===== src/rtl/issue_control_pkg.sv =====
// issue_control_pkg: shared opcodes, instruction field positions and FSM states.
package issue_control_pkg;
    localparam logic [1:0] OP_ADD = 2'b00;
    localparam logic [1:0] OP_SUB = 2'b01;
    localparam logic [1:0] OP_AND = 2'b10;
    localparam logic [1:0] OP_LI  = 2'b11;
    localparam int OP_HI  = 7;
    localparam int OP_LO  = 6;
    localparam int RS_HI  = 5;
    localparam int RS_LO  = 4;
    localparam int RT_HI  = 3;
    localparam int RT_LO  = 2;
    localparam int RD_HI  = 1;
    localparam int RD_LO  = 0;
    localparam int IMM_HI = 3;
    localparam int IMM_LO = 0;
    typedef enum logic [2:0] {IDLE, DECODE, READ, EXEC, WB} state_t;
endpackage


===== src/rtl/issue_control_alu_unit.sv =====
// alu_unit: combinational ADD/SUB/AND/load-immediate, modulo 2^DATA_W.
module alu_unit
    import issue_control_pkg::*;
#(
    parameter int DATA_W = 8
) (
    input  logic [1:0]        op_i,
    input  logic [DATA_W-1:0] a_i,
    input  logic [DATA_W-1:0] b_i,
    input  logic [3:0]        imm_i,
    output logic [DATA_W-1:0] y_o
);
    always_comb begin
        y_o = op_i == OP_ADD ? a_i + b_i :
              op_i == OP_SUB ? a_i - b_i :
              op_i == OP_AND ? a_i & b_i : DATA_W'(imm_i);
    end
endmodule


===== src/rtl/issue_control.sv =====
// issue_control: 5-cycle decode/issue FSM driving a sync-read register file; ISSUE_ZERO_REG_EN hardwires r0.
module issue_control
    import issue_control_pkg::*;
#(
    parameter int DATA_W  = 8,
    parameter int RADDR_W = 2,
    parameter int CNT_W   = 16
) (
    input  logic               clk,
    input  logic               rst_n,
    input  logic               instr_valid,
    input  logic [7:0]         instr_data,
    output logic               instr_ready,
    output logic [RADDR_W-1:0] rf_read_addr1,
    output logic [RADDR_W-1:0] rf_read_addr2,
    input  logic [DATA_W-1:0]  rf_read_data1,
    input  logic [DATA_W-1:0]  rf_read_data2,
    output logic               rf_write_enable,
    output logic [RADDR_W-1:0] rf_write_addr,
    output logic [DATA_W-1:0]  rf_write_data,
    output logic               busy,
    output logic               retired,
    output logic [CNT_W-1:0]   retire_count,
    output logic               zero_flag
);
    state_t              state_q, state_d;
    logic [7:0]          instr_q;
    logic [RADDR_W-1:0]  ra1_q, ra2_q, wa_q;
    logic [DATA_W-1:0]   opa_q, opb_q, wd_q, alu_y;
    logic                we_q, retired_q, zero_q, wr_en;
    logic [CNT_W-1:0]    cnt_q;
    logic [1:0]          op, rd;

    assign op = instr_q[OP_HI:OP_LO];
    // LI reuses the rs field as its destination
    assign rd = op == OP_LI ? instr_q[RS_HI:RS_LO] : instr_q[RD_HI:RD_LO];

`ifdef ISSUE_ZERO_REG_EN
    assign wr_en = rd != 2'd0;
`else
    assign wr_en = 1'b1;
`endif

    alu_unit #(.DATA_W(DATA_W)) u_alu (
        .op_i  (op),
        .a_i   (opa_q),
        .b_i   (opb_q),
        .imm_i (instr_q[IMM_HI:IMM_LO]),
        .y_o   (alu_y)
    );

    always_comb begin
        state_d = state_q == IDLE   ? (instr_valid ? DECODE : IDLE) :
                  state_q == DECODE ? READ :
                  state_q == READ   ? EXEC :
                  state_q == EXEC   ? WB : IDLE;
    end

    always_ff @(posedge clk) begin
        if (!rst_n) begin
            state_q   <= IDLE;
            instr_q   <= '0;
            ra1_q     <= '0;
            ra2_q     <= '0;
            opa_q     <= '0;
            opb_q     <= '0;
            we_q      <= 1'b0;
            wa_q      <= '0;
            wd_q      <= '0;
            retired_q <= 1'b0;
            cnt_q     <= '0;
            zero_q    <= 1'b0;
        end else begin
            state_q   <= state_d;
            we_q      <= 1'b0;
            retired_q <= 1'b0;
            if (state_q == IDLE && instr_valid) begin
                instr_q <= instr_data;
                ra1_q   <= RADDR_W'(instr_data[RS_HI:RS_LO]);
                ra2_q   <= RADDR_W'(instr_data[RT_HI:RT_LO]);
            end
            if (state_q == READ) begin
                opa_q <= rf_read_data1;
                opb_q <= rf_read_data2;
            end
            // write-back, retire and flag all land together so they are visible in WB
            if (state_q == EXEC) begin
                we_q      <= wr_en;
                wa_q      <= RADDR_W'(rd);
                wd_q      <= alu_y;
                retired_q <= 1'b1;
                cnt_q     <= cnt_q + CNT_W'(1);
                zero_q    <= alu_y == '0;
            end
        end
    end

    assign instr_ready     = state_q == IDLE;
    assign busy            = state_q != IDLE;
    assign rf_read_addr1   = ra1_q;
    assign rf_read_addr2   = ra2_q;
    assign rf_write_enable = we_q;
    assign rf_write_addr   = wa_q;
    assign rf_write_data   = wd_q;
    assign retired         = retired_q;
    assign retire_count    = cnt_q;
    assign zero_flag       = zero_q;
endmodule


===== config.mk =====
export PLATFORM = sky130hd
export DESIGN_NAME = issue_control
export DESIGN_NICKNAME = d
export VERILOG_FILES = /design/src/rtl/issue_control_pkg.sv /design/src/rtl/issue_control_alu_unit.sv /design/src/rtl/issue_control.sv
export SDC_FILE = /design/constraint.sdc
export NUM_CORES = 1
export LEC_CHECK = 0
export ABC_AREA = 1
export CAP_MARGIN = 20
export CORE_MARGIN = 5
export CORE_UTILIZATION = 47
export CTS_CLUSTER_SIZE = 16
export DETAILED_ROUTE_END_ITERATION = 8
export PLACE_DENSITY = 0.87
export RECOVER_POWER = 100
export SYNTH_ARGS = -nofsm -noshare
export SYNTH_HDL_FRONTEND = slang
export SYNTH_SLANG_ARGS = --single-unit

===== constraint.sdc =====
create_clock -name clk -period 1.7 [get_ports clk]
set_input_delay 0.51 -clock clk [delete_from_list [all_inputs] [get_ports clk]]
set_output_delay 0.51 -clock clk [all_outputs]
set_load 0.03 [all_outputs]

==> impl_metrics.env, run 1 <==
export IMPL_yosysSeqAreaShare_pct=35.7
export IMPL_h_tree_depth=2
export IMPL_drtPass1Iterations=7
export IMPL_clkTransAtPathRegs_ns=0.10
export IMPL_r2r_start="opb_q[2]"
export IMPL_ys_types=37
export IMPL_drt_iter0_drc=273
export IMPL_globalRouteOverflowTotal=0
export IMPL_finalSetupTns_ns=-0.698
export IMPL_globalplace_congestion=0.859
export IMPL_cts_sinks=55
export IMPL_antenna_found_initial=0
export IMPL_clock_latency_ns=0.32
export IMPL_syn_to_final_growth_pct=44.2
export IMPL_dp_slack_ns=-0.162
export IMPL_start_util_pct=48.3
export IMPL_root_buffer="clkbuf_8"
export IMPL_r2r_cells=14
export IMPL_crit_type="flop to flop"
export IMPL_fp_dieH_um=91.0
export IMPL_synth_warning_count=0
export IMPL_drt_total_wl_um=9070
export IMPL_syn_inst=443
export IMPL_synth_async_reset_ratio_pct=0
export IMPL_drc=0
export IMPL_drv_cap=0
export IMPL_cp_cell_sequence="inv_2 > ha_4 > buf_4 > nor2_1 > nand2_1 > nand2_1 > nand2_1 > nand3_1 > nand3_2 > nor2_1 > nand3_1 > nor2_1 > nor2_1 > nor2_1"
export IMPL_hold_end="opa_q[7]"
export IMPL_grt_pass1_wl_um=13700
export IMPL_crit_required_ns=1.96
export IMPL_antenna_left=0
export IMPL_synth_main_ff_cell="dfxtp_1"
export IMPL_cts_inserted_buffers=5
export IMPL_die_w_um=91.0
export IMPL_synth_edf_count=0
export IMPL_antennaDiodeCount=0
export IMPL_synth_top_cell_area_share_pct=35.7
export IMPL_min_path_type="flop to flop"
export IMPL_leakagePower_nw=2.10
export IMPL_portBuffers=61
export IMPL_grt_pass1_vias=3129
export IMPL_timing_fmax_ghz=0.517
export IMPL_violations="negative setup slack"
export IMPL_outcome="complete, but fails checks"
export IMPL_synth_cell_area_um2=3090
export IMPL_finalHoldViolations=0
export IMPL_via_per_inst=5.24
export IMPL_place_detailed_hpwl_um=5960
export IMPL_avgSynthCellArea_um2=6.97
export IMPL_arrival_ns=2.19
export IMPL_rsz0062_at_grt="true"
export IMPL_holdWs_ns=0.457
export IMPL_total_power_mw=4.18
export IMPL_hold_path_startpoint="opa_q[7]"
export IMPL_drive_gt1_share_pct=25.9
export IMPL_grt_max_degree=35
export IMPL_skew_ns=0.00541
export IMPL_multi_input_area_um2=1850
export IMPL_seq_area_um2=1120
export IMPL_wire_per_inst_um=14.4
export IMPL_setup_viol=6
export IMPL_clock_path_buffers=2
export IMPL_netlist_top_cells_area="dfxtp_1, nand2_1, a21oi_1"
export IMPL_cts_tree="built"
export IMPL_synthesis_nets=488
export IMPL_grt_usage_pct=19.5
export IMPL_worst_slack_ns=-0.235
export IMPL_min_period_ns=1.94
export IMPL_cp_depth=14
export IMPL_pin_count=62
export IMPL_fin_util_pct=69.7
export IMPL_nFillCells=483
export IMPL_cp_end_kind="flop"
export IMPL_start_kind="flop"
export IMPL_path_common_cell="nor2_1"
export IMPL_die_area_um2=8290
export IMPL_rows=29
export IMPL_vias=3293
export IMPL_yosysTopAreaCell="dfxtp_1"
export IMPL_ys_ff_latch=55
export IMPL_fin_nets=596
export IMPL_crit_buf_inv=2
export IMPL_relSlewSlack_pct=65.9
export IMPL_hold_path_depth=2
export IMPL_core_um2=6390
export IMPL_synth_most_common_cell="nand2_1"
export IMPL_synthTopCellsByCount="nand2_1, inv_1, dfxtp_1, a21oi_1, nor2_1"
export IMPL_maxSlewViolCount=0
export IMPL_min_period_over_period_pct=114
export IMPL_worst_pin_slew_ns=0.511
export IMPL_ir_drop_mv=0.542
export IMPL_regToRegSetupSlack_ns=-0.24
export IMPL_worstPathMaxFanout=4
export IMPL_timing_rr_end="zero_flag"
export IMPL_max_stage_delay_ns=0.35
export IMPL_critical_path_top_delay_family="simple AND/OR/NAND/NOR gates"
export IMPL_powerDensity_nw_per_um2=940
export IMPL_crit_slowest_cell="dfxtp_2"
==> layout by cell type (no fill, tap or decap), types with 2 or more instances in the layout <==
cell,count
nand3_2,8
ha_4,7
nor2_2,6
o21ai_0,34
nand2_2,5
o21ai_1,5
nand2_1,88
xor2_1,3
nand3_1,25
fa_2,2
nor2_4,8
nor2_1,32
inv_1,51
dfxtp_1,45
clkdlybuf4s50_1,26
buf_6,5
clkbuf_8,5
dfxtp_4,3
nand2_4,2
a21oi_1,45
nand4_1,2
dfxtp_2,7
a21oi_2,5
dlygate4sd2_1,32
nand3_4,4
buf_4,55
inv_2,14
nor4_1,2
ha_1,9
==> worst register-to-register path, cell delays in order, from the launching register on <==
cell     delay, ns
dfxtp_2       0.35
inv_2         0.06
ha_4          0.26
buf_4         0.15
nor2_1        0.17
nand2_1       0.10
nand2_1       0.10
nand2_1       0.07
nand3_1       0.11
nand3_2       0.10
nor2_1        0.12
nand3_1       0.09
nor2_1        0.09
nor2_1        0.05
nor2_1        0.07
==> sequential cells by signal, summed over array words and instances (netlist names) <==
signal / count
retired: 1
opb_q: 8
state_q: 3
instr_q: 8
zero_flag: 1
rf_write_addr: 2
rf_write_data: 8
retire_count: 16
opa_q: 8
==> report_power, final <==
group / total, mW / internal (mW) / switching [mW] / leakage (nW)
Combinational: 1.80 / 0.830 / 0.973 / 1.59
Sequential: 1.48 / 1.39 / 0.0865 / 0.452
Clock: 0.902 / 0.446 / 0.456 / 0.0558
Total: 4.18 / 2.67 / 1.52 / 2.10
==> layout make-up <==
| class | instances | area share [%] |
|---|---|---|
| clock inverter | 2 | 0.872 |
| tap | 77 | 2.16 |
| multi-input combinational | 303 | 41.6 |
| inverter | 67 | 5.71 |
| clock buffer | 6 | 1.63 |
| timing repair buffer | 119 | 22.8 |
| sequential | 55 | 25.2 |
==> metrics by stage <==
stage	instance area, µm²	instances
floorplan	3110	443
global placement	4080	612
detailed placement	4080	612
CTS	4260	622
global route	4450	629
finish	4450	629
==> worst max-delay path by stage <==
stage	startpoint	slack (ns)	to
after floorplan	opa_q[0]	-0.04	zero_flag
after global placement	opa_q[0]	-0.13	zero_flag
after detailed placement	opb_q[2]	-0.16	zero_flag
after CTS	opb_q[0]	-0.15	zero_flag
after global routing	opa_q[0]	-0.43	zero_flag
final	opb_q[2]	-0.24	zero_flag
==> cells by family after synthesis <==
family / after synthesis / share of synthesized area (%)
flops: 55 / 35.7
compound gates: 96 / 16.4
xor+xnor: 4 / 1.14
fa+ha+maj: 18 / 7.78
simple gates: 185 / 27.6
buf+inv: 85 / 11.4
==> routing by layer <==
layer / vias up / track usage, % / wire length (µm)
met5: - / 0 / 0
met4: 0 / 7.58 / 318
met3: 34 / 3.55 / 461
li1: 1632 / - / -
met1: 1512 / 23.1 / 3680
met2: 115 / 34.6 / 4610
==> timing repair <==
| action | 4_1_cts | 5_1_grt |
|---|---|---|
| resized for setup | 52 | 48 |
| hold buffers | 0 | 0 |
| endpoints found under the setup margin | 42 | 13 |
| pin swaps | 5 | 12 |
| buffers inserted | 2 | 7 |
Note: power is estimated with default switching activity, not from simulation.
==> run 2: changes to the inputs <==
--- a/config.mk
+++ b/config.mk
@@ -13,6 +13,7 @@
 export DETAILED_ROUTE_END_ITERATION = 8
 export PLACE_DENSITY = 0.87
 export RECOVER_POWER = 100
+export SKIP_LAST_GASP = 1
 export SYNTH_ARGS = -nofsm -noshare
 export SYNTH_HDL_FRONTEND = slang
 export SYNTH_SLANG_ARGS = --single-unit
==> impl_metrics.env, run 2 (synthesized netlist as in run 1, its figures left out) <==
export IMPL_stdcell_area_um2=4400
export IMPL_vias=3300
export IMPL_drt_iter0_drc=284
export IMPL_grt_max_degree=35
export IMPL_regToRegSetupSlack_ns=-0.24
export IMPL_crit_path_start="opa_q[0]"
export IMPL_hold_path_depth=2
export IMPL_place_detailed_hpwl_um=5960
export IMPL_numPlacedInstances=612
export IMPL_skew_ns=0.0113
export IMPL_min_path_type="flop to flop"
export IMPL_path_common_cell="nor2_1"
export IMPL_crit_path_end="zero_flag"
export IMPL_h_tree_depth=2
export IMPL_critical_path_top_delay_family="adder cells"
export IMPL_drive_gt1_share_pct=24.5
export IMPL_die_area_um2=8290
export IMPL_worstPathMaxFanout=2
export IMPL_fp_dieH_um=91.0
export IMPL_holdWs_ns=0.458
export IMPL_cp_cell_sequence="buf_4 > ha_4 > fa_2 > nand2_2 > nand2_1 > clkinv_1 > nand2_1 > nor2_1 > nand2_1 > nor2_1 > nand3_1 > nor2_1 > nor2_1 > nor2_1"
export IMPL_min_period_ns=1.94
export IMPL_mostFrequentLayoutCells="nand2_1, buf_4, inv_1"
export IMPL_globalplace_congestion=0.859
export IMPL_drv_cap=0
export IMPL_fin_util_pct=68.9
export IMPL_finalHoldViolations=0
export IMPL_globalRouteOverflowTotal=0
export IMPL_ir_drop_mv=0.527
export IMPL_final_cells=629
export IMPL_setup_viol=6
export IMPL_relSlewSlack_pct=65.5
export IMPL_cp_depth=14
export IMPL_pin_count=62
export IMPL_powerDensity_nw_per_um2=940
export IMPL_cts_inserted_buffers=5
export IMPL_timing_fmax_ghz=0.515
export IMPL_drt_total_wl_um=8780
export IMPL_r2r_cells=14
export IMPL_crit_slowest_cell="fa_2"
export IMPL_antenna_found_initial=0
export IMPL_arrival_ns=2.14
export IMPL_hold_path_startpoint="opa_q[7]"
export IMPL_worst_pin_slew_ns=0.517
export IMPL_violations="negative setup slack"
export IMPL_outcome="complete, but fails checks"
export IMPL_rsz0062_at_grt="true"
export IMPL_r2r_start="opa_q[0]"
export IMPL_worst_slack_ns=-0.242
export IMPL_fin_nets=596
export IMPL_total_power_mw=4.14
export IMPL_wire_per_inst_um=14.0
export IMPL_grt_pass1_wl_um=13700
export IMPL_clock_latency_ns=0.32
export IMPL_drc=0
export IMPL_grt_usage_pct=19.5
export IMPL_cts_hold_buf=0
export IMPL_max_stage_delay_ns=0.53
export IMPL_antenna_left=0
export IMPL_cts_sinks=55
export IMPL_start_kind="flop"
export IMPL_layout_commonest_cell="nand2_1"
export IMPL_rows=29
export IMPL_crit_buf_inv=2
export IMPL_crit_type="flop to flop"
export IMPL_largest_register_ff_count=16
export IMPL_crit_required_ns=1.90
export IMPL_root_buffer="clkbuf_8"
export IMPL_clkTransAtPathRegs_ns=0.11
export IMPL_clock_path_buffers=2
export IMPL_maxSlewViolCount=0
export IMPL_syn_to_final_growth_pct=42.5
export IMPL_min_period_over_period_pct=114
export IMPL_timing_rr_end="zero_flag"
export IMPL_start_util_pct=48.3
export IMPL_grt_pass1_vias=3129
export IMPL_portBuffers=61
export IMPL_cts_tree="built"
export IMPL_antennaDiodeCount=0
export IMPL_die_w_um=91.0
export IMPL_via_per_inst=5.25
export IMPL_cp_end_kind="flop"
export IMPL_core_um2=6390
export IMPL_dpl_cell_area_um2=4080
export IMPL_leakagePower_nw=2.08
export IMPL_drtPass1Iterations=5
-- run 2: changes by cell type in the layout (fill, tap and decap cells not counted), sizes merged --
cell	before	now
clkbuf	7	9
buf	60	58
-- run 2: how the worst min path moves through the flow --
stage	to	slack [ns]
finish	opa_q[7]	0.46
floorplan	opb_q[7]	0.43
global placement	opa_q[7]	0.44
CTS	opa_q[7]	0.46
detailed placement	opa_q[7]	0.45
global route	opb_q[7]	0.49
-- run 2: final cells by class --
| class | instances | area, µm² |
|---|---|---|
| clock buffer | 6 | 72.6 |
| inverter | 67 | 254 |
| sequential | 55 | 1120 |
| multi-input combinational | 303 | 1820 |
| timing repair buffer | 119 | 1000 |
| clock inverter | 2 | 38.8 |
| fill | 500 | 1990 |
| tap | 77 | 96.3 |
-- run 2: metrics by stage --
step	TNS [ns]	worst slack, ns
global placement	-0.368	-0.131
CTS	-0.351	-0.150
global route	-1.95	-0.422
floorplan	-0.0369	-0.0369
finish	-0.598	-0.242
detailed placement	-0.691	-0.162
-- run 2: tightest hold or removal path, stage by stage (launching register included) --
cell and delay (ns):
dfxtp_1 0.33, inv_1 0.05, a21oi_1 0.05
-- run 2: report_power, final --
part | switching, mW | leakage (nW) | internal (mW)
clock | 0.459 | 0.0558 | 0.446
sequential | 0.0846 | 0.452 | 1.39
combinational | 0.946 | 1.58 | 0.808
total | 1.49 | 2.08 | 2.65
-- run 2: metal layers --
layer | global-route usage [%] | up-vias | wire, µm
li1 | - | 1631 | -
met1 | 23.1 | 1516 | 3510
met2 | 34.6 | 122 | 4500
met3 | 3.55 | 31 | 512
met4 | 7.58 | 0 | 250
met5 | 0 | - | 0
-- run 2: timing repair --
| item | 4_1_cts | 5_1_grt |
|---|---|---|
| pin swaps | 5 | 12 |
| gates resized for setup | 50 | 38 |
| setup endpoints to repair | 42 | 13 |
| buffers inserted | 2 | 7 |
| cloned | 0 | 0 |
| endpoints found under the hold margin | 0 | 0 |
